[src/rtl/led_mode_controller_pkg.sv]
`default_nettype none
// +----------------------------------------------------------------------------+
// | Package   : led_ctrl_pkg                                                   |
// | Purpose   : Mode encoding, direction constants and counter-width helpers   |
// |             shared by the Go Board LED mode controller.                    |
// | Revision  : 1.0 - initial release                                          |
// +----------------------------------------------------------------------------+
package led_ctrl_pkg;

    typedef enum logic [1:0] {
        MODE_OFF    = 2'd0,
        MODE_TOGGLE = 2'd1,
        MODE_CHASE  = 2'd2,
        MODE_BLINK  = 2'd3
    } mode_t;

    localparam logic c_DIR_FWD = 1'b0;
    localparam logic c_DIR_REV = 1'b1;

    // Step counter holds 0..n-1.
    function automatic int step_width(input int n);
        return (n < 2) ? 1 : $clog2(n);
    endfunction

    // Hold counter saturates at n, so it must represent 0..n.
    function automatic int hold_width(input int n);
        return (n < 1) ? 1 : $clog2(n + 1);
    endfunction

    function automatic mode_t next_mode(input mode_t m);
        return mode_t'(m + 2'd1);
    endfunction

endpackage
`default_nettype wire

[src/rtl/led_mode_controller_if.sv]
`default_nettype none
// +----------------------------------------------------------------------------+
// | Interface : led_mode_controller_if                                         |
// | Purpose   : Debounced switch inputs and LED/mode outputs of the controller.|
// | Revision  : 1.0 - initial release                                          |
// +----------------------------------------------------------------------------+
interface led_mode_controller_if;
    logic       i_Switch_1;
    logic       i_Switch_2;
    logic       i_Switch_3;
    logic       i_Switch_4;
    logic       o_LED_1;
    logic       o_LED_2;
    logic       o_LED_3;
    logic       o_LED_4;
    logic [1:0] o_Mode;

    modport master (
        output i_Switch_1, i_Switch_2, i_Switch_3, i_Switch_4,
        input  o_LED_1, o_LED_2, o_LED_3, o_LED_4, o_Mode
    );

    modport slave (
        input  i_Switch_1, i_Switch_2, i_Switch_3, i_Switch_4,
        output o_LED_1, o_LED_2, o_LED_3, o_LED_4, o_Mode
    );
endinterface
`default_nettype wire

[src/rtl/led_mode_controller_switch_press_detector.sv]
`default_nettype none
// +----------------------------------------------------------------------------+
// | Module    : switch_press_detector                                          |
// | Purpose   : Release-edge short press and held long press pulses for one    |
// |             debounced switch; LONG_PRESS_CLKS = 0 disables long presses.   |
// | Revision  : 1.0 - initial release                                          |
// +----------------------------------------------------------------------------+
module switch_press_detector
    import led_ctrl_pkg::*;
#(
    parameter int LONG_PRESS_CLKS = 8
) (
    input  wire  i_Clk,
    input  wire  i_Rst_L,
    input  wire  i_Switch,
    output logic o_Short_Press,
    output logic o_Long_Press
);

    logic r_prev;
    logic r_swallow;
    logic w_fall;
    logic w_long;

    assign w_fall = r_prev & ~i_Switch;

    always_ff @(posedge i_Clk or negedge i_Rst_L) begin
        if (!i_Rst_L) begin
            r_prev <= 1'b0;
        end else begin
            r_prev <= i_Switch;
        end
    end

    generate
        if (LONG_PRESS_CLKS > 0) begin : g_hold
            localparam int             c_W    = hold_width(LONG_PRESS_CLKS);
            localparam logic [c_W-1:0] c_MAX  = c_W'(LONG_PRESS_CLKS);
            localparam logic [c_W-1:0] c_FIRE = c_W'(LONG_PRESS_CLKS - 1);

            logic [c_W-1:0] r_cnt;

            always_ff @(posedge i_Clk or negedge i_Rst_L) begin
                if (!i_Rst_L) begin
                    r_cnt <= '0;
                end else if (!i_Switch) begin
                    r_cnt <= '0;
                end else if (r_cnt != c_MAX) begin
                    r_cnt <= r_cnt + c_W'(1);
                end
            end

            // Saturation keeps the count from passing c_FIRE twice in one hold.
            assign w_long = i_Switch & (r_cnt == c_FIRE);
        end else begin : g_no_hold
            assign w_long = 1'b0;
        end
    endgenerate

    // Once a long press fires, its release must not also count as a short press.
    always_ff @(posedge i_Clk or negedge i_Rst_L) begin
        if (!i_Rst_L) begin
            r_swallow <= 1'b0;
        end else if (w_long) begin
            r_swallow <= 1'b1;
        end else if (!i_Switch) begin
            r_swallow <= 1'b0;
        end
    end

    assign o_Short_Press = w_fall & ~r_swallow;
    assign o_Long_Press  = w_long;

endmodule
`default_nettype wire

[src/rtl/led_mode_controller.sv]
`default_nettype none
// +----------------------------------------------------------------------------+
// | Module    : led_mode_controller                                            |
// | Purpose   : OFF/TOGGLE/CHASE/BLINK mode sequencer for the four Go Board    |
// |             LEDs. Optional macro LED_DIM_EN adds PWM dimming of the LEDs.  |
// | Revision  : 1.0 - initial release                                          |
// +----------------------------------------------------------------------------+
module led_mode_controller
    import led_ctrl_pkg::*;
#(
    parameter int CLKS_PER_STEP   = 6250000,
    parameter int LONG_PRESS_CLKS = 25000000
`ifdef LED_DIM_EN
    ,
    parameter int PWM_BITS        = 4,
    parameter int PWM_DUTY        = 4
`endif
) (
    input  wire                   i_Clk,
    input  wire                   i_Rst_L,
    led_mode_controller_if.slave  bus
);

    localparam int                  c_STEP_W    = step_width(CLKS_PER_STEP);
    localparam logic [c_STEP_W-1:0] c_STEP_LAST = c_STEP_W'(CLKS_PER_STEP - 1);

    logic [3:0]          w_sw;
    logic [3:0]          w_short;
    logic [3:0]          w_long;
    logic                w_adv;
    logic                w_wrap;
    logic                w_dir_eff;
    logic [3:0]          w_pins;

    mode_t               r_mode;
    mode_t               w_mode_next;
    logic [3:0]          r_led;
    logic [3:0]          w_led_next;
    logic [c_STEP_W-1:0] r_step;
    logic [c_STEP_W-1:0] w_step_next;
    logic                r_dir;
    logic                w_dir_next;

    assign w_sw = {bus.i_Switch_4, bus.i_Switch_3, bus.i_Switch_2, bus.i_Switch_1};

    generate
        for (genvar k = 0; k < 4; k++) begin : g_sw
            switch_press_detector #(
                .LONG_PRESS_CLKS ((k == 0) ? LONG_PRESS_CLKS : 0)
            ) u_det (
                .i_Clk         (i_Clk),
                .i_Rst_L       (i_Rst_L),
                .i_Switch      (w_sw[k]),
                .o_Short_Press (w_short[k]),
                .o_Long_Press  (w_long[k])
            );
        end
    endgenerate

    // Switches 2-4 have long-press detection disabled, so only switch 1 contributes.
    assign w_adv     = |w_long;
    assign w_wrap    = (r_step == c_STEP_LAST);
    assign w_dir_eff = r_dir ^ w_short[1];

    always_ff @(posedge i_Clk or negedge i_Rst_L) begin
        if (!i_Rst_L) begin
            r_mode <= MODE_OFF;
            r_led  <= 4'b0000;
            r_step <= '0;
            r_dir  <= c_DIR_FWD;
        end else begin
            r_mode <= w_mode_next;
            r_led  <= w_led_next;
            r_step <= w_step_next;
            r_dir  <= w_dir_next;
        end
    end

    always_comb begin
        w_mode_next = r_mode;
        w_led_next  = r_led;
        w_step_next = r_step;
        w_dir_next  = r_dir;
        if (w_adv) begin
            // An advance discards any short press or step wrap in the same cycle.
            w_mode_next = next_mode(r_mode);
            w_step_next = '0;
            case (next_mode(r_mode))
                MODE_CHASE: w_led_next = 4'b0001;
                MODE_BLINK: w_led_next = 4'b1111;
                default:    w_led_next = 4'b0000;
            endcase
        end else begin
            case (r_mode)
                MODE_TOGGLE: w_led_next = r_led ^ w_short;
                MODE_CHASE: begin
                    w_dir_next  = w_dir_eff;
                    w_step_next = w_wrap ? '0 : r_step + c_STEP_W'(1);
                    if (w_wrap) begin
                        w_led_next = (w_dir_eff == c_DIR_FWD) ? {r_led[2:0], r_led[3]}
                                                              : {r_led[0], r_led[3:1]};
                    end
                end
                MODE_BLINK: begin
                    w_step_next = w_wrap ? '0 : r_step + c_STEP_W'(1);
                    if (w_wrap) begin
                        w_led_next = ~r_led;
                    end
                end
                default: ;
            endcase
        end
    end

`ifdef LED_DIM_EN
    logic [PWM_BITS-1:0] r_pwm;
    logic [3:0]          r_led_out;
    logic                w_pwm_on;

    assign w_pwm_on = (32'(r_pwm) < 32'(PWM_DUTY));

    // Gate ahead of the output register so dimming adds no latency.
    always_ff @(posedge i_Clk or negedge i_Rst_L) begin
        if (!i_Rst_L) begin
            r_pwm     <= '0;
            r_led_out <= 4'b0000;
        end else begin
            r_pwm     <= r_pwm + PWM_BITS'(1);
            r_led_out <= w_led_next & {4{w_pwm_on}};
        end
    end

    assign w_pins = r_led_out;
`else
    assign w_pins = r_led;
`endif

    assign bus.o_LED_1 = w_pins[0];
    assign bus.o_LED_2 = w_pins[1];
    assign bus.o_LED_3 = w_pins[2];
    assign bus.o_LED_4 = w_pins[3];
    assign bus.o_Mode  = r_mode;

endmodule
`default_nettype wire

[src/flat_wrapper.sv]
// flat-port wrapper written by rule: the top's interface ports become plain ports
module led_mode_controller_flat import led_ctrl_pkg::*;
#(
    parameter int CLKS_PER_STEP   = 6250000,
    parameter int LONG_PRESS_CLKS = 25000000

)
  (i_Clk, i_Rst_L, bus_i_Switch_1, bus_i_Switch_2, bus_i_Switch_3, bus_i_Switch_4, bus_o_LED_1, bus_o_LED_2, bus_o_LED_3, bus_o_LED_4, bus_o_Mode);
  led_mode_controller_if bus_i ();
  input  wire i_Clk;
  input  wire i_Rst_L;
  input wire logic [$bits(bus_i.i_Switch_1)-1:0] bus_i_Switch_1;
  input wire logic [$bits(bus_i.i_Switch_2)-1:0] bus_i_Switch_2;
  input wire logic [$bits(bus_i.i_Switch_3)-1:0] bus_i_Switch_3;
  input wire logic [$bits(bus_i.i_Switch_4)-1:0] bus_i_Switch_4;
  output wire logic [$bits(bus_i.o_LED_1)-1:0] bus_o_LED_1;
  output wire logic [$bits(bus_i.o_LED_2)-1:0] bus_o_LED_2;
  output wire logic [$bits(bus_i.o_LED_3)-1:0] bus_o_LED_3;
  output wire logic [$bits(bus_i.o_LED_4)-1:0] bus_o_LED_4;
  output wire logic [$bits(bus_i.o_Mode)-1:0] bus_o_Mode;
  assign bus_i.i_Switch_1 = bus_i_Switch_1;
  assign bus_i.i_Switch_2 = bus_i_Switch_2;
  assign bus_i.i_Switch_3 = bus_i_Switch_3;
  assign bus_i.i_Switch_4 = bus_i_Switch_4;
  assign bus_o_LED_1 = bus_i.o_LED_1;
  assign bus_o_LED_2 = bus_i.o_LED_2;
  assign bus_o_LED_3 = bus_i.o_LED_3;
  assign bus_o_LED_4 = bus_i.o_LED_4;
  assign bus_o_Mode = bus_i.o_Mode;
  led_mode_controller #(.CLKS_PER_STEP(CLKS_PER_STEP), .LONG_PRESS_CLKS(LONG_PRESS_CLKS)) u_core (.i_Clk(i_Clk), .i_Rst_L(i_Rst_L), .bus(bus_i));
endmodule
[config.mk]
export PLATFORM = sky130hd
export DESIGN_NAME = led_mode_controller_flat
export DESIGN_NICKNAME = d
export VERILOG_FILES = /design/src/rtl/led_mode_controller_pkg.sv /design/src/rtl/led_mode_controller_if.sv /design/src/rtl/led_mode_controller_switch_press_detector.sv /design/src/rtl/led_mode_controller.sv /design/src/flat_wrapper.sv
export SDC_FILE = /design/constraint.sdc
export NUM_CORES = 1
export LEC_CHECK = 0
export CORE_ASPECT_RATIO = 0.8
export CORE_MARGIN = 1
export CORE_UTILIZATION = 60
export DETAILED_ROUTE_END_ITERATION = 8
export PLACE_DENSITY = 0.8
export REMOVE_ABC_BUFFERS = 1
export SYNTH_ARGS = -nofsm -noshare
export SYNTH_HDL_FRONTEND = slang
export SYNTH_HIERARCHICAL = 1
export SYNTH_SLANG_ARGS = --single-unit
[constraint.sdc]
create_clock -name i_Clk -period 4.8 [get_ports i_Clk]
set_clock_uncertainty 0.05 [all_clocks]
set_input_delay 0.96 -clock i_Clk [delete_from_list [all_inputs] [get_ports i_Clk]]
set_output_delay 0.96 -clock i_Clk [all_outputs]
set_load 0.01 [all_outputs]
==> out/qor.csv, run 1 <==
stage,metric,value,unit
clock_tree,clock_latency,350,ps
min_path,min_path_cells,1,
synthesis,synth.distinct_cells,58,
synthesis,synth.area.top_cells,"dfrtp_1 (42%), a21oi_1 (5.1%), nand2_1 (2.8%)",
floorplan,die_w,88.6,um
timing,setup_violations,0,
timing,period_needed,3230,ps
timing,fin_crit_sh,67.3,%
synthesis,synth-seq-cells,60,
run_status,status,finished clean,
placed_design,io_buffers,11,
floorplan,start_util,64.1,%
floorplan,die_area,6310,um^2
floorplan,die_h,71.3,um
timing,fmax,310,MHz
clock_tree,cts_buffers,9,
synthesis,synth_xor_area_share,3.41,%
power_and_ir_drop,power.switching,0.000496,W
critical_path,r2r_slack,1570,ps
floorplan,core_area,5620,um^2
drt,antenna_left,0,
clock_tree,cts_max_path_buffers,2,
min_path,hp-class,reg2reg,
power_and_ir_drop,power.density,400,nW/um^2
clock_tree,path_clk_slew,80,ps
critical_path,worstReg2RegEnd,u_core/r_led[0],
timing,rsz0062_at_grt,false,
power_and_ir_drop,pwr-share-seq,37.1,%
synthesis,seq_area_frac_synth,41.7,%
synthesis,syn_inst,388,
critical_path,path_class,reg2reg,
synthesis,netlist_top_cells_count,"dfrtp_1 (60), a21oi_1 (37), nand2_1 (27)",
timing,finalSetupTns,0,ps
global_routing,grt_pass1_vias,2942,
global_routing,grt_max_degree,43,
drt,avgRoutedWirePerCell,16.7,um
power_and_ir_drop,irDropWorstVdd,0.201,mV
floorplan,io_pins,12,
flow_run,maxCapViolCount,0,
clock_tree,post_cts_resized,0,
min_path,whs_endpoint,u_core/g_sw[0].u_det/r_swallow,
global_routing,track_usage,27.8,%
global_routing,overflow,0,
cells_and_area,fillers,426,
power_and_ir_drop,p_int,0.00109,W
drt,drt_wl_total,7900,um
drt,num_vias,3100,
synthesis,async_flop_share,100,%
synthesis,yosysWarnings,6,
synthesis,synth_edf_count,0,
critical_path,endpoint_kind,flip-flop,
timing,holdWs,448,ps
clock_tree,cts_root_buffer,clkbuf_8,
placed_design,dp_hpwl,5200,um
critical_path,cp-start-kind,flip-flop,
cells_and_area,layout.nets,403,
cells_and_area,antenna_cells,0,
cells_and_area,syn_to_final_growth,10.3,%
critical_path,arrival,3450,ps
synthesis,synth_top_family_by_area,simple AND/OR/NAND/NOR gates,
cells_and_area,utilization,70.7,%
floorplan,rows,24,
drt,drc_errors,0,
global_routing,antenna_found_initial,0,
power_and_ir_drop,p_clk_share,38.9,%
placed_design,place_congestion,0.889,
synthesis,avgSynthCellArea,9.27,um^2
clock_tree,cts_num_sinks,60,
timing,tightestPinTransition,917,ps
drt,vias_per_cell,6.54,
clock_tree,htreeDepth,3,
synthesis,ys.flop_type,dfrtp_1,
synthesis,synth_compound_area_share,15.5,%
global_routing,grt_pass1_wl,13600,um
synthesis,syn_area,3600,um^2
clock_tree,postCtsHoldBufs,0,
timing,hold_violations,0,
power_and_ir_drop,swShare,31.2,%
power_and_ir_drop,leakage,1.59,nW
timing,drv_slew,0,
timing,relSlewSlack,38.6,%
critical_path,required,5020,ps
synthesis,yosysTopAreaCell,dfrtp_1,
synthesis,synth_top_area_share,41.7,%
cells_and_area,drive_above_1_share,9.85,%
drt,drt-initial-drc-count,240,
synthesis,synthSimpleGateAreaFrac,30.0,%
synthesis,yosysMostFrequentCell,dfrtp_1,
critical_path,rr_startpoint,u_core/g_sw[0].u_det/g_hold.r_cnt[15],
drt,drtPass1Iterations,5,
critical_path,worstRegToRegCells,9,
synthesis,synthMuxAreaShare,1.39,%
critical_path,crit_fanout,24,
clock_tree,cts_setup_buffers,0,
clock_tree,cts_tree,built,
min_path,hp-start,u_core/g_sw[0].u_det/r_swallow,
synthesis,synthAdderAreaFrac,2.09,%
power_and_ir_drop,p_comb_share,24.0,%
metrics by stage:
step,cell area (um^2),instances,setup slack (ps),power [W]
floorplan,3460,366,1940,0.000815
global placement,3700,458,1400,0.000954
detailed placement,3700,458,1330,0.000969
CTS,3970,474,1620,0.00159
global route,3970,474,1300,0.00166
finish,3970,474,1570,0.00159
how the worst max path moves through the flow:
stage / from / endpoint / depth (start not counted)
floorplan: bus_i_Switch_1 / u_core/r_led[0] / 5
global placement: bus_i_Switch_1 / u_core/r_led[0] / 6
detailed placement: bus_i_Switch_1 / u_core/r_led[0] / 7
CTS: u_core/g_sw[0].u_det/g_hold.r_cnt[15] / u_core/r_led[0] / 9
global route: u_core/g_sw[0].u_det/g_hold.r_cnt[15] / u_core/r_led[0] / 9
finish: u_core/g_sw[0].u_det/g_hold.r_cnt[15] / u_core/r_led[0] / 9
cell families after synthesis:
logic type                 Yosys count
other                                3
xor gates and xnor gates            14
adders and majority gates            6
DFF                                 60
AOI/OAI and AO/OA                   92
muxes                                5
and+or+nand+nor                    169
buffers and inverters               39
placed cells by master, fill, tap and decap left out, types with 10 or more instances in the layout:
cell type,Yosys,layout
or3_1,11,11
inv_1,17,17
dfrtp_1,60,60
nand4_1,15,15
o21ai_1,11,11
nand2_1,27,27
clkdlybuf4s50_1,0,10
a21oi_1,37,37
nor2_1,22,22
o21ai_0,12,12
nand3_1,20,20
state kept, by name, indices dropped and copies added, names as in the netlist:
name,flops
u_core/r_dir,1
u_core/g_sw.u_det/g_hold.r_cnt,25
u_core/g_sw.u_det/r_prev,4
u_core/bus.o_Mode,2
u_core/g_sw.u_det/r_swallow,1
u_core/r_step,23
u_core/r_led,4
worst max-delay path, cell delays in order, from the launching register on:
cell     delay (ps)
dfrtp_1         450
nor4b_1         390
nand3_1         210
nor4_1          390
and2_1          250
or4_1           670
a21oi_1          70
o21ai_1         360
a21oi_1         160
a21oi_1         160
power by group through the flow:
stage | sequential [W] | combinational [W] | clock [W]
floorplan | 0.000597 | 0.000218 | 0
global placement | 0.000593 | 0.000361 | 0
detailed placement | 0.000596 | 0.000373 | 0
CTS | 0.000587 | 0.000377 | 0.000627
global route | 0.000592 | 0.000418 | 0.000649
finish | 0.000588 | 0.000381 | 0.000617
routing by layer:
metal | vias up | routed length [um] | global-route usage [%]
met3 | 6 | 405 | 7.49
met5 | - | 0 | 0
met2 | 73 | 3770 | 44.4
met1 | 1568 | 3690 | 37.7
li1 | 1453 | - | -
met4 | 0 | 44 | 6.81
layout make-up:
type	instances	area, um^2	share of cell area (%)
timing repair buffer	14	128	3.22
tap	78	97.6	2.46
sequential	60	1500	37.8
inverter	17	63.8	1.61
clock inverter	7	146	3.69
clock buffer	9	124	3.12
multi-input combinational	289	1910	48.1
Power figures use the tool's default switching activity.
==> run 2, diff against run 1 <==
==> constraint.sdc (replaced) <==
create_clock -name i_Clk -period 3.25 [get_ports i_Clk]
set_clock_uncertainty 0.05 [all_clocks]
set_input_delay 0.65 -clock i_Clk [delete_from_list [all_inputs] [get_ports i_Clk]]
set_output_delay 0.65 -clock i_Clk [all_outputs]
set_load 0.01 [all_outputs]
==> out/qor.csv, run 2 (same netlist as run 1, synthesis figures left out) <==
stage,metric,value,unit
floorplan,die_area,6310,um^2
timing,tightestPinTransition,796,ps
cells_and_area,final_common_cell,dfrtp_1,
placed_design,dp_worst_setup_slack,344,ps
timing,finalSetupTns,0,ps
clock_tree,cts_num_sinks,60,
cells_and_area,layout.cells.non_filler,477,
cells_and_area,largestRegisters,"u_core/g_sw.u_det/g_hold.r_cnt: 25 flops, u_core/r_step: 23 flops",
timing,fmax,357,MHz
placed_design,post_dp_cell_area,3720,um^2
drt,wl_met3,455,um
placed_design,dp_hpwl,5200,um
floorplan,die_h,71.3,um
placed_design,place_congestion,0.871,
floorplan,rows,24,
cells_and_area,largest_reg_flops,25,
drt,m1WireLength,3740,um
clock_tree,clock_latency,340,ps
min_path,hp-class,in2async,
drt,antenna_left,0,
drt,drc_errors,0,
timing,holdWs,417,ps
cells_and_area,layout.nets,406,
clock_tree,htreeDepth,3,
timing,setup_ws,452,ps
drt,vias_per_cell,6.39,
cells_and_area,stdcell_area,3920,um^2
drt,routed.top_layer,met4,
clock_tree,cts_tree,built,
flow_run,maxCapViolCount,0,
cells_and_area,antenna_cells,0,
critical_path,startpoint,u_core/g_sw[0].u_det/g_hold.r_cnt[15],
placed_design,dpl.cell_count,461,
global_routing,grt_max_degree,61,
cells_and_area,layout_common_cells,"dfrtp_1 (60), a21oi_1 (37), nand2_1 (27)",
clock_tree,postCtsHoldBufs,0,
timing,hold_violations,0,
drt,num_vias,3049,
global_routing,antenna_found_initial,0,
clock_tree,post_cts_resized,0,
timing,fin_crit_sh,86.1,%
placed_design,io_buffers,11,
timing,period_needed,2800,ps
drt,wl_met2,3530,um
critical_path,rr_startpoint,u_core/g_sw[0].u_det/g_hold.r_cnt[15],
cells_and_area,top_register,u_core/g_sw.u_det/g_hold.r_cnt,
cells_and_area,seqCellArea,1500,um^2
clock_tree,path_clk_slew,70,ps
cells_and_area,multi_input_comb_area,1910,um^2
floorplan,start_util,64.1,%
global_routing,track_usage,27.0,%
cells_and_area,drive_above_1_share,10.5,%
power_and_ir_drop,leakage,1.58,nW
clock_tree,cts_setup_buffers,0,
floorplan,core_area,5620,um^2
drt,drtPass1Iterations,5,
drt,drt_wl_total,7830,um
drt,avgRoutedWirePerCell,16.4,um
clock_tree,cts_root_buffer,clkbuf_8,
global_routing,grt_pass1_vias,2842,
floorplan,die_w,88.6,um
critical_path,r2r_slack,450,ps
power_and_ir_drop,irDropWorstVdd,0.337,mV
floorplan,io_pins,12,
cells_and_area,syn_to_final_growth,9.01,%
critical_path,arrival,2990,ps
timing,rsz0062_at_grt,false,
run_status,status,finished clean,
critical_path,crit_fanout,11,
clock_tree,cts_buffers,9,
critical_path,cp-start-kind,flip-flop,
cells_and_area,fillers,440,
global_routing,grt_pass1_wl,13100,um
critical_path,required,3450,ps
timing,relSlewSlack,46.9,%
drt,drt-initial-drc-count,206,
power_and_ir_drop,power.density,543,nW/um^2
timing,drv_slew,0,
critical_path,endpoint_kind,flip-flop,
global_routing,overflow,0,
critical_path,path_class,reg2reg,
timing,setup_violations,0,
clock_tree,cts_max_path_buffers,2,
run 2: cell types whose count changed in the layout (fill, tap and decap cells not counted), sizes merged:
cell,change
buf,+3
bufinv,-3
clkbuf,+2
clkinv,+3
inv,-2
run 2: routing by layer:
layer | vias up | global-route usage [%]
met2 | 101 | 40.5
met4 | 0 | 11.5
met1 | 1473 | 37.9
li1 | 1462 | -
met5 | - | 0
met3 | 13 | 6.11
run 2: final timing paths:
check                                                  to  cells past startpoint
max in group asynchronous                u_core/r_step[0]                      2
min in group i_Clk         u_core/g_sw[0].u_det/r_swallow                      1
setup reg to reg                          u_core/r_led[1]                      9
hold reg to reg            u_core/g_sw[0].u_det/r_swallow                      1
hold / removal                               u_core/r_dir                      2
setup / recovery                          u_core/r_led[1]                      9
run 2: stage by stage:
step | total power [W] | utilization (%)
after detailed placement | 0.00144 | 66.3
after global placement | 0.00142 | 66.3
after CTS | 0.00213 | 69.9
final | 0.00213 | 69.9
after floorplan | 0.00120 | -
after global routing | 0.00223 | 69.9
run 2: area by class of cell:
class | count | share of cell area (%)
multi-input cells | 289 | 48.6
flip-flops and latches | 60 | 38.3
clock buffers | 11 | 3.86
repair buffers | 17 | 3.83
well taps | 78 | 2.49
inverters | 17 | 1.63
clock inverters | 5 | 1.28
run 2: worst max-delay path: stages, from the launching register on:
cell	delay [ps]
dfrtp_1	440
nor4b_1	350
nand3_1	190
nor4_1	370
and2_1	240
or4_1	360
a21oi_1	70
o21ai_1	300
nor2_1	120
a21oi_1	200
run 2: power by group:
group	leakage, nW	switching (W)	internal (W)
logic	0.657	0.000351	0.000234
clock network	0.109	0.000288	0.000390
registers	0.814	0.0000682	0.000797
total	1.58	0.000707	0.00142
==> run 3, diff against run 2 <==
--- a/config.mk
+++ b/config.mk
@@ -7,9 +7,9 @@
 export LEC_CHECK = 0
 export CORE_ASPECT_RATIO = 0.8
 export CORE_MARGIN = 1
-export CORE_UTILIZATION = 60
+export CORE_UTILIZATION = 61
 export DETAILED_ROUTE_END_ITERATION = 8
-export PLACE_DENSITY = 0.8
+export PLACE_DENSITY = 0.81
 export REMOVE_ABC_BUFFERS = 1
 export SYNTH_ARGS = -nofsm -noshare
 export SYNTH_HDL_FRONTEND = slang
==> out/qor.csv, run 3 (same netlist as run 1, synthesis figures left out) <==
stage,metric,value,unit
placed_design,dpl.cell_count,460,
power_and_ir_drop,power.density,560,nW/um^2
timing,fmax,348,MHz
drt,drtPass1Iterations,6,
drt,avgRoutedWirePerCell,16.9,um
drt,drt_wl_total,8020,um
critical_path,rr_startpoint,u_core/g_sw[0].u_det/g_hold.r_cnt[15],
clock_tree,cts_num_sinks,60,
critical_path,required,3420,ps
global_routing,antenna_found_initial,0,
clock_tree,cts_buffers,9,
global_routing,grt_pass1_wl,13400,um
clock_tree,htreeDepth,3,
global_routing,grt_max_degree,36,
critical_path,arrival,3050,ps
cells_and_area,largestRegisters,"u_core/g_sw.u_det/g_hold.r_cnt: 25 flops, u_core/r_step: 23 flops",
floorplan,rows,24,
clock_tree,cts_max_path_buffers,2,
timing,setup_violations,0,
clock_tree,path_clk_slew,70,ps
global_routing,grt_pass1_vias,2824,
timing,finalSetupTns,0,ps
power_and_ir_drop,leakage,1.59,nW
drt,num_vias,3116,
drt,drc_errors,0,
run_status,status,finished clean,
timing,relSlewSlack,47.5,%
timing,holdWs,337,ps
clock_tree,clock_latency,340,ps
placed_design,dp_hpwl,5570,um
drt,vias_per_cell,6.55,
floorplan,core_area,5560,um^2
cells_and_area,top_register,u_core/g_sw.u_det/g_hold.r_cnt,
cells_and_area,layout_common_cells,"dfrtp_1 (60), a21oi_1 (37), nand2_1 (27)",
critical_path,startpoint,u_core/g_sw[0].u_det/g_hold.r_cnt[15],
clock_tree,cts_setup_buffers,0,
timing,drv_slew,0,
critical_path,crit_fanout,13,
power_and_ir_drop,power,0.00221,W
critical_path,path_class,reg2reg,
placed_design,place_congestion,0.847,
min_path,hp-class,in2async,
clock_tree,cts_tree,built,
cells_and_area,final_common_cell,dfrtp_1,
cells_and_area,syn_to_final_growth,9.91,%
global_routing,track_usage,28.1,%
timing,tightestPinTransition,786,ps
timing,hold_violations,0,
power_and_ir_drop,irDropWorstVdd,0.439,mV
critical_path,cp-start-kind,flip-flop,
cells_and_area,antenna_cells,0,
floorplan,die_w,87.9,um
drt,antenna_left,0,
cells_and_area,layout.cells.non_filler,476,
cells_and_area,layout.nets,405,
critical_path,endpoint_kind,flip-flop,
cells_and_area,drive_above_1_share,10.6,%
floorplan,start_util,64.8,%
clock_tree,cts_root_buffer,clkbuf_8,
clock_tree,postCtsHoldBufs,0,
timing,period_needed,2870,ps
clock_tree,post_cts_resized,0,
drt,drt-initial-drc-count,327,
floorplan,io_pins,12,
placed_design,io_buffers,11,
floorplan,die_h,70.7,um
flow_run,maxCapViolCount,0,
timing,fin_crit_sh,88.4,%
timing,rsz0062_at_grt,false,
cells_and_area,largest_reg_flops,25,
global_routing,overflow,0,
floorplan,die_area,6210,um^2
==> run 3: cell count changes in the layout (fill, tap and decap cells not counted), sizes merged <==
cell    before  now
clkinv       4    2
buf          7    6
bufinv       1    2
clkbuf      11   12
==> run 3: power by group <==
group          switching [W]  total (W)  internal (W)
sequential         0.0000756   0.000873      0.000797
combinational       0.000339   0.000561      0.000222
clock               0.000289   0.000780      0.000492
==> run 3: layer usage <==
layer  vias up  GRT usage [%]  share of wire, %  routed length (um)
met4         0           8.56               1.2                  99
met1      1504           38.7                45                3610
met5         -              0                 0                   0
met2       145           44.2                47                3770
met3        14           6.77               6.8                 547
li1       1453              -                 -                   -
==> run 3: stage by stage <==
step	cell area, um^2	setup slack [ps]	utilization (%)
after floorplan	3460	498	-
after global placement	3710	373	66.8
after detailed placement	3710	297	66.8
after CTS	3950	273	71.1
after global routing	3960	98.3	71.2
final	3960	377	71.2
==> run 3: worst paths after layout <==
kind | endpoint | slack, ps | cells past startpoint
worst min register to register | u_core/g_sw[0].u_det/r_swallow | 450 | 1
min in group i_Clk | u_core/g_sw[0].u_det/r_swallow | 450 | 1
worst min-delay path | u_core/r_step[18] | 340 | 1
max in group asynchronous | u_core/r_led[3] | 2120 | 2
worst max register to register | u_core/r_step[8] | 380 | 8
worst max-delay path | u_core/r_step[8] | 380 | 8
==> run 3: final cells by class <==
cell class                 instances  area [um^2]
multi-input combinational        289         1910
clock inverter                     4         70.1
sequential                        60         1500
inverter                          17         63.8
tap                               78         97.6
timing repair buffer              16          143
fill                             427         1600
clock buffer                      12          165
==> run 3: critical path, cell delays in order (launching register included) <==
cell and delay (ps):
dfrtp_1 440, nor4b_1 380, nand3_1 190, nor4_2 360, and2_1 250, or4_1 420, buf_4 280, nor4_1 70
a311o_1 310
